**src/rtl/equalize_sequencer.sv**
```systemverilog
// Frame sequencer for histogram equalization: launches the histogram, CDF and
// output stages in turn, captures the CDF minimum and computes the output divisor.
// Optional feature: define SEQ_TIMEOUT_EN to abort any stage that runs for
// TIMEOUT_CYCLES cycles. When it is undefined, stages wait indefinitely and error stays 0.
module equalize_sequencer #(
    parameter int unsigned NUM_PIXELS     = 4096,
    parameter int unsigned TIMEOUT_CYCLES = 65535
) (
    input  logic        clock,
    input  logic        reset,
    input  logic        start,
    output logic        busy,
    output logic        done,
    output logic        hist_start,
    output logic        cdf_start,
    output logic        out_start,
    input  logic        hist_done,
    input  logic        cdf_done,
    input  logic        out_done,
    input  logic [19:0] cdf_min_in,
    input  logic        cdf_min_valid,
    output logic [19:0] CdfMin,
    output logic [19:0] divisor,
    output logic        output_base_offset,
    output logic [15:0] frame_count,
    output logic        error
);

    localparam logic [2:0] IDLE   = 3'd0;
    localparam logic [2:0] HIST   = 3'd1;
    localparam logic [2:0] CDF    = 3'd2;
    localparam logic [2:0] CALC   = 3'd3;
    localparam logic [2:0] OUT    = 3'd4;
    localparam logic [2:0] FINISH = 3'd5;

    localparam logic [19:0] NumPix = 20'(NUM_PIXELS);

    logic [2:0] state;
    logic [2:0] stateNext;
    logic       cdfMinSeen;
    logic       timeoutHit;

`ifdef SEQ_TIMEOUT_EN
    localparam logic [31:0] TimeoutLast = 32'(TIMEOUT_CYCLES - 1);

    logic [31:0] stageCnt;
    logic        stageStuck;

    // A stage is stuck when its done input is still low in its last allowed cycle.
    always_comb begin
        stageStuck = 1'b0;
        case (state)
            HIST:    stageStuck = !hist_done;
            CDF:     stageStuck = !cdf_done;
            OUT:     stageStuck = !out_done;
            default: stageStuck = 1'b0;
        endcase
        timeoutHit = stageStuck && (stageCnt == TimeoutLast);
    end

    // Per-stage cycle counter and sticky error flag.
    always_ff @(posedge clock) begin
        if (reset) begin
            stageCnt <= '0;
            error    <= 1'b0;
        end else begin
            stageCnt <= (stateNext != state) ? '0 : stageCnt + 32'd1;
            if (state == IDLE && start) begin
                error <= 1'b0;
            end else if (timeoutHit) begin
                error <= 1'b1;
            end
        end
    end
`else
    logic unusedTimeout;

    assign unusedTimeout = ^TIMEOUT_CYCLES;
    assign timeoutHit    = 1'b0;
    assign error         = 1'b0;
`endif

    // Next-state logic; each done input only matters in its own stage.
    always_comb begin
        stateNext = state;
        case (state)
            IDLE:    if (start) stateNext = HIST;
            HIST:    if (hist_done) stateNext = CDF;
            CDF:     if (cdf_done) stateNext = CALC;
            CALC:    stateNext = OUT;
            OUT:     if (out_done) stateNext = FINISH;
            FINISH:  stateNext = IDLE;
            default: stateNext = IDLE;
        endcase
        if (timeoutHit) begin
            stateNext = IDLE;
        end
    end

    // State, launch pulses, operand capture and frame bookkeeping.
    always_ff @(posedge clock) begin
        if (reset) begin
            state              <= IDLE;
            hist_start         <= 1'b0;
            cdf_start          <= 1'b0;
            out_start          <= 1'b0;
            done               <= 1'b0;
            CdfMin             <= '0;
            cdfMinSeen         <= 1'b0;
            divisor            <= NumPix;
            output_base_offset <= 1'b0;
            frame_count        <= '0;
        end else begin
            state      <= stateNext;
            // Launch pulses are registered so they land in the first cycle of the stage.
            hist_start <= (stateNext == HIST) && (state != HIST);
            cdf_start  <= (stateNext == CDF) && (state != CDF);
            out_start  <= (stateNext == OUT) && (state != OUT);
            // done is registered off FINISH so it coincides with the updated counters.
            done       <= (state == FINISH);

            if (state == IDLE && start) begin
                CdfMin     <= '0;
                cdfMinSeen <= 1'b0;
            end else if (state == CDF && cdf_min_valid && !cdfMinSeen) begin
                CdfMin     <= cdf_min_in;
                cdfMinSeen <= 1'b1;
            end

            if (state == CALC) begin
                divisor <= (CdfMin >= NumPix) ? 20'd1 : NumPix - CdfMin;
            end

            if (state == FINISH) begin
                output_base_offset <= ~output_base_offset;
                frame_count        <= frame_count + 16'd1;
            end
        end
    end

    assign busy = (state != IDLE);

endmodule

```
**config.mk**
```make
export PLATFORM = sky130hd
export DESIGN_NAME = equalize_sequencer
export DESIGN_NICKNAME = d
export VERILOG_FILES = /design/src/rtl/equalize_sequencer.sv
export SDC_FILE = /design/constraint.sdc
export NUM_CORES = 1
export LEC_CHECK = 0
export ABC_AREA = 0
export CORE_MARGIN = 2
export CORE_UTILIZATION = 37
export CTS_CLUSTER_SIZE = 20
export DETAILED_ROUTE_END_ITERATION = 6
export PLACE_DENSITY = 0.73
export SYNTH_ARGS = -nofsm -noshare
export SYNTH_HDL_FRONTEND = slang
export SYNTH_SLANG_ARGS = --single-unit
```
**constraint.sdc**
```tcl
create_clock -name clock -period 4.4 [get_ports clock]
set_input_delay 0.88 -clock clock [delete_from_list [all_inputs] [get_ports clock]]
set_output_delay 0.88 -clock clock [all_outputs]
set_load 0.01 [all_outputs]
```
==> impl_table.tex <==
\begin{tabular}{lr}
\hline
Metric & Value \\
\hline
\multicolumn{2}{l}{\textbf{Run status}} \\
Outcome & finished, final reports clean \\
\multicolumn{2}{l}{\textbf{Detailed routing}} \\
Detail Route Antenna Nets & 0 \\
DRC violation count after routing & 0 \\
Starting DRC count in detailed routing & 51 \\
Vias after detailed routing & roughly 2200 \\
Detail-routed via count per cell & roughly 4.7 \\
Length of routed met2 wiring & 2.76 mm \\
Detail-routed net length per standard cell & about 12 µm \\
Detail Route met3 WL & around 330 µm \\
Number of search-and-repair iterations in the first detailed-routing pass & 4 \\
Total Routed Length & between 5 and 6 mm \\
WL met1 & $\sim$2.5 mm \\
Top Metal Used & met4 \\
\multicolumn{2}{l}{\textbf{Finish}} \\
Area used by multi-input combinational logic & $\sim$1300 µm² \\
Non-Filler Cell Area, Final & approximately 3800 µm² \\
Final \#Nets & 387 \\
Final antenna diode count & 0 \\
Fill cell count & just under 700 \\
Layout cells sized above 1 & around 6.9\% \\
Area added between synthesis and finish & 41.6\% \\
Storage element area & around 1300 µm² \\
\multicolumn{2}{l}{\textbf{Synth}} \\
Portion of netlist area occupied by mux cells & 8.26\% \\
Synth Cell Area & approximately 2700 µm² \\
Xor-xnor portion of the synthesized cell area & under 10\% \\
Fraction of synthesis flops using an asynchronous set or reset pin & 0\% \\
Dominant cell type by area after synthesis & sky130\_fd\_sc\_hd\_\_dfxtp\_1 \\
Unique cell type count in the Yosys netlist & 47 \\
Cells taking the most area after synthesis & sky130\_fd\_sc\_hd\_\_dfxtp\_1, sky130\_fd\_sc\_hd\_\_mux2i\_1, sky130\_fd\_sc\_hd\_\_nor2\_1, sky130\_fd\_sc\_hd\_\_xnor2\_1, sky130\_fd\_sc\_hd\_\_xor2\_1 \\
Largest family of logic cells by synthesized area & simple AND/OR/NAND/NOR gates \\
Average cell area after synthesis & around 9.7 µm² \\
Leading cell types by count after synthesis & sky130\_fd\_sc\_hd\_\_dfxtp\_1, sky130\_fd\_sc\_hd\_\_nor2\_1, sky130\_fd\_sc\_hd\_\_mux2i\_1, sky130\_fd\_sc\_hd\_\_xnor2\_1 \\
Post-Synthesis Net Count & between 300 and 400 \\
Flop and latch count out of synthesis & 65 \\
Area fraction in compound gates after synthesis & 8.82\% \\
Synthesized-area fraction occupied by adder cells & less than 1\% \\
Syn. warnings & 0 \\
Post-Synth Simple-Gate Area & roughly 23\% \\
Cells after Synth & between 200 and 300 \\
Most frequent cell after synthesis & sky130\_fd\_sc\_hd\_\_dfxtp\_1 \\
EDFF count, synth & 0 \\
Primary flip-flop cell chosen by synthesis mapping & sky130\_fd\_sc\_hd\_\_dfxtp\_1 \\
Area fraction of the dominant cell type after synthesis & about half \\
Register area share after synthesis & just under 50\% \\
\multicolumn{2}{l}{\textbf{Hold path}} \\
Min-delay worst type & reg -> reg \\
\multicolumn{2}{l}{\textbf{Placed design}} \\
Number of buffers added on ports & 88 \\
Post-DP Area & 3620 µm² \\
Placer Congestion & 0.790 \\
Detail Placement HPWL & about 4.3 mm \\
\multicolumn{2}{l}{\textbf{Timing}} \\
Number of setup violations in the final report & 0 \\
Period Utilization, post-route & 57.8\% \\
Unrepaired setup endpoints after global routing & no \\
Worst hold margin & approximately 460 ps \\
Count of endpoints failing hold in the final timing report & 0 \\
Final-report max-slew violation count & 0 \\
Fin Setup TNS & 0 ps \\
Max Clock Freq & 0.393 GHz \\
Clock period minus final worst setup slack & about 2500 ps \\
Worst slew margin relative to its limit & between 50\% and 60\% \\
Post-Route Skew & between 4 and 5 ps \\
Worst Max-Slew Pin Slew & approximately 740 ps \\
\multicolumn{2}{l}{\textbf{Clocking}} \\
TritonCTS clock tree & built \\
Resize count post-CTS & 0 \\
Clock input transition at the sequential cells of the worst setup and hold paths & around 60 ps \\
Number of buffers added for setup after CTS & 0 \\
Clock root cell & sky130\_fd\_sc\_hd\_\_clkbuf\_8 \\
Clock Latency Late Sink & roughly 330 ps \\
Longest Clk Path Bufs & 2 \\
H-tree levels & 3 \\
Hold Buf Count CTS & 0 \\
Clock Sink Count & 65 \\
CTS buffer count & 9 \\
\multicolumn{2}{l}{\textbf{Worst setup path}} \\
Crit path max-delay cell type & sky130\_fd\_sc\_hd\_\_dfxtp\_1 \\
Crit Path Max Fanout & 9 \\
Critical path data required time & between 3000 and 4000 ps \\
Critical path class & reg -> out \\
CP Data Arrival Time & around 1700 ps \\
Crit-path max cell delay & 540 ps \\
Category of the worst setup path launch point & register \\
Type of element capturing the critical path & output pin \\
Cell type group with the largest total delay on the critical path & buffers and inverters \\
Crit-path cells & inv\_1, nand2\_1, clkdlybuf4s50\_1 \\
Total buffers and inverters traversed by the critical path & 2 \\
\multicolumn{2}{l}{\textbf{Power and ir drop}} \\
Power Dens Cells & 302 nW/µm² \\
Overall power of the completed layout & $\sim$1100 µW \\
Leakage power & around 0.0014 µW \\
VDD IR max & $\sim$130 µV \\
\multicolumn{2}{l}{\textbf{Floorplanning}} \\
Width of the die & roughly 89 µm \\
Starting Density & a little under two fifths \\
Number of core rows & 31 \\
CORE AREA & approximately 7100 µm² \\
Die footprint & 7940 µm² \\
Die extent in y & roughly 89 µm \\
Top-level port count & 90 \\
\multicolumn{2}{l}{\textbf{Global routing}} \\
Global-route wire length before repair & about 9.4 mm \\
Total global-route track usage & between 10\% and 20\% \\
Antenna violations before repair & 0 \\
Vias in the first global route & around 2100 \\
Sum of overflow across all layers after global routing & 0 \\
Pin count of the biggest net entering global routing & 22 \\
\multicolumn{2}{l}{\textbf{Run}} \\
Maximum capacitance violations & 0 \\
\hline
\end{tabular}
==> registers in the layout (all words and copies together), names as in the netlist <==
register and count:
done 1, frame_count 16, cdfMinSeen 1, cdf_start 1, output_base_offset 1, state 3
hist_start 1, CdfMin 20, out_start 1, divisor 20
==> cells in the final DEF, fill, tap and decap left out, types with 2 or more instances in the layout <==
master	netlist	final
sky130_fd_sc_hd__clkdlybuf4s50_1	0	88
sky130_fd_sc_hd__dfxtp_1	65	65
sky130_fd_sc_hd__nor2_1	43	43
sky130_fd_sc_hd__mux2i_1	21	21
sky130_fd_sc_hd__xnor2_1	11	11
sky130_fd_sc_hd__clkbuf_8	0	11
sky130_fd_sc_hd__inv_1	8	8
sky130_fd_sc_hd__o21ai_0	8	8
sky130_fd_sc_hd__and2_1	7	7
sky130_fd_sc_hd__or3_1	7	7
sky130_fd_sc_hd__nand3_1	7	7
sky130_fd_sc_hd__xor2_1	7	7
sky130_fd_sc_hd__a21oi_1	7	7
sky130_fd_sc_hd__nand2_1	6	6
sky130_fd_sc_hd__nor3_1	6	6
sky130_fd_sc_hd__a22o_1	6	6
sky130_fd_sc_hd__nand4_1	5	5
sky130_fd_sc_hd__nand2b_1	3	3
sky130_fd_sc_hd__nor2b_1	3	3
sky130_fd_sc_hd__or4_1	3	3
sky130_fd_sc_hd__nor4_2	3	3
sky130_fd_sc_hd__a22oi_1	3	3
sky130_fd_sc_hd__clkinv_2	0	3
sky130_fd_sc_hd__nand3b_1	2	2
sky130_fd_sc_hd__nor4_4	2	2
sky130_fd_sc_hd__and4_1	2	2
sky130_fd_sc_hd__ha_1	2	2
sky130_fd_sc_hd__clkbuf_1	7	2
sky130_fd_sc_hd__buf_4	3	2
==> cell type report <==
type                            count  share of cell area (%)
Sequential cell                    65                    34.3
Multi-Input combinational cell    184                    33.4
Timing Repair Buffer               90                    23.6
Clock buffer                       13                    4.19
Tap cell                           99                    3.27
Inverter                            8                   0.792
Clock inverter                      3                   0.396
==> metal layers <==
metal  vias up  global-route usage (%)
li1       1127                       -
met1       985                    18.3
met2        64                    24.7
met3        14                    5.54
met4         0                    6.92
met5         -                       0
==> worst paths after layout <==
kind	start	end	slack (ps)	depth (start not counted)
setup / recovery	state[2]	busy	1860	3
hold reg to reg	divisor[18]	divisor[18]	460	1
setup reg to reg	state[2]	divisor[9]	2400	3
hold / removal	divisor[18]	divisor[18]	460	1
==> stage by stage <==
step,worst slack [ps],util [%],cells
floorplan,2480,-,275
global placement,1780,50.7,446
detailed placement,1710,50.7,446
CTS,1830,53.2,462
global route,1740,53.2,462
finish,1860,53.2,462
==> cells by family after synthesis <==
kind of cell               after synthesis
and+or+nand+nor                        107
DFF                                     65
AOI/OAI and AO/OA                       34
buffers and inverters                   26
muxes                                   22
xor gates and xnor gates                18
adders and majority gates                2
other                                    1
==> report_power, final <==
group,total [µW],switching [µW],internal (µW)
Combinational,98.8,44.4,54.4
Clock,442,210,233
Sequential,605,9.29,596
Total,1150,263,883
==> worst register-to-register path, stage by stage, from the launching register on <==
cell and delay (ps):
sky130_fd_sc_hd__dfxtp_1 540, sky130_fd_sc_hd__nand3b_1 470, sky130_fd_sc_hd__nor2b_1 680, sky130_fd_sc_hd__a22o_1 250
Power figures use the tool's default switching activity.
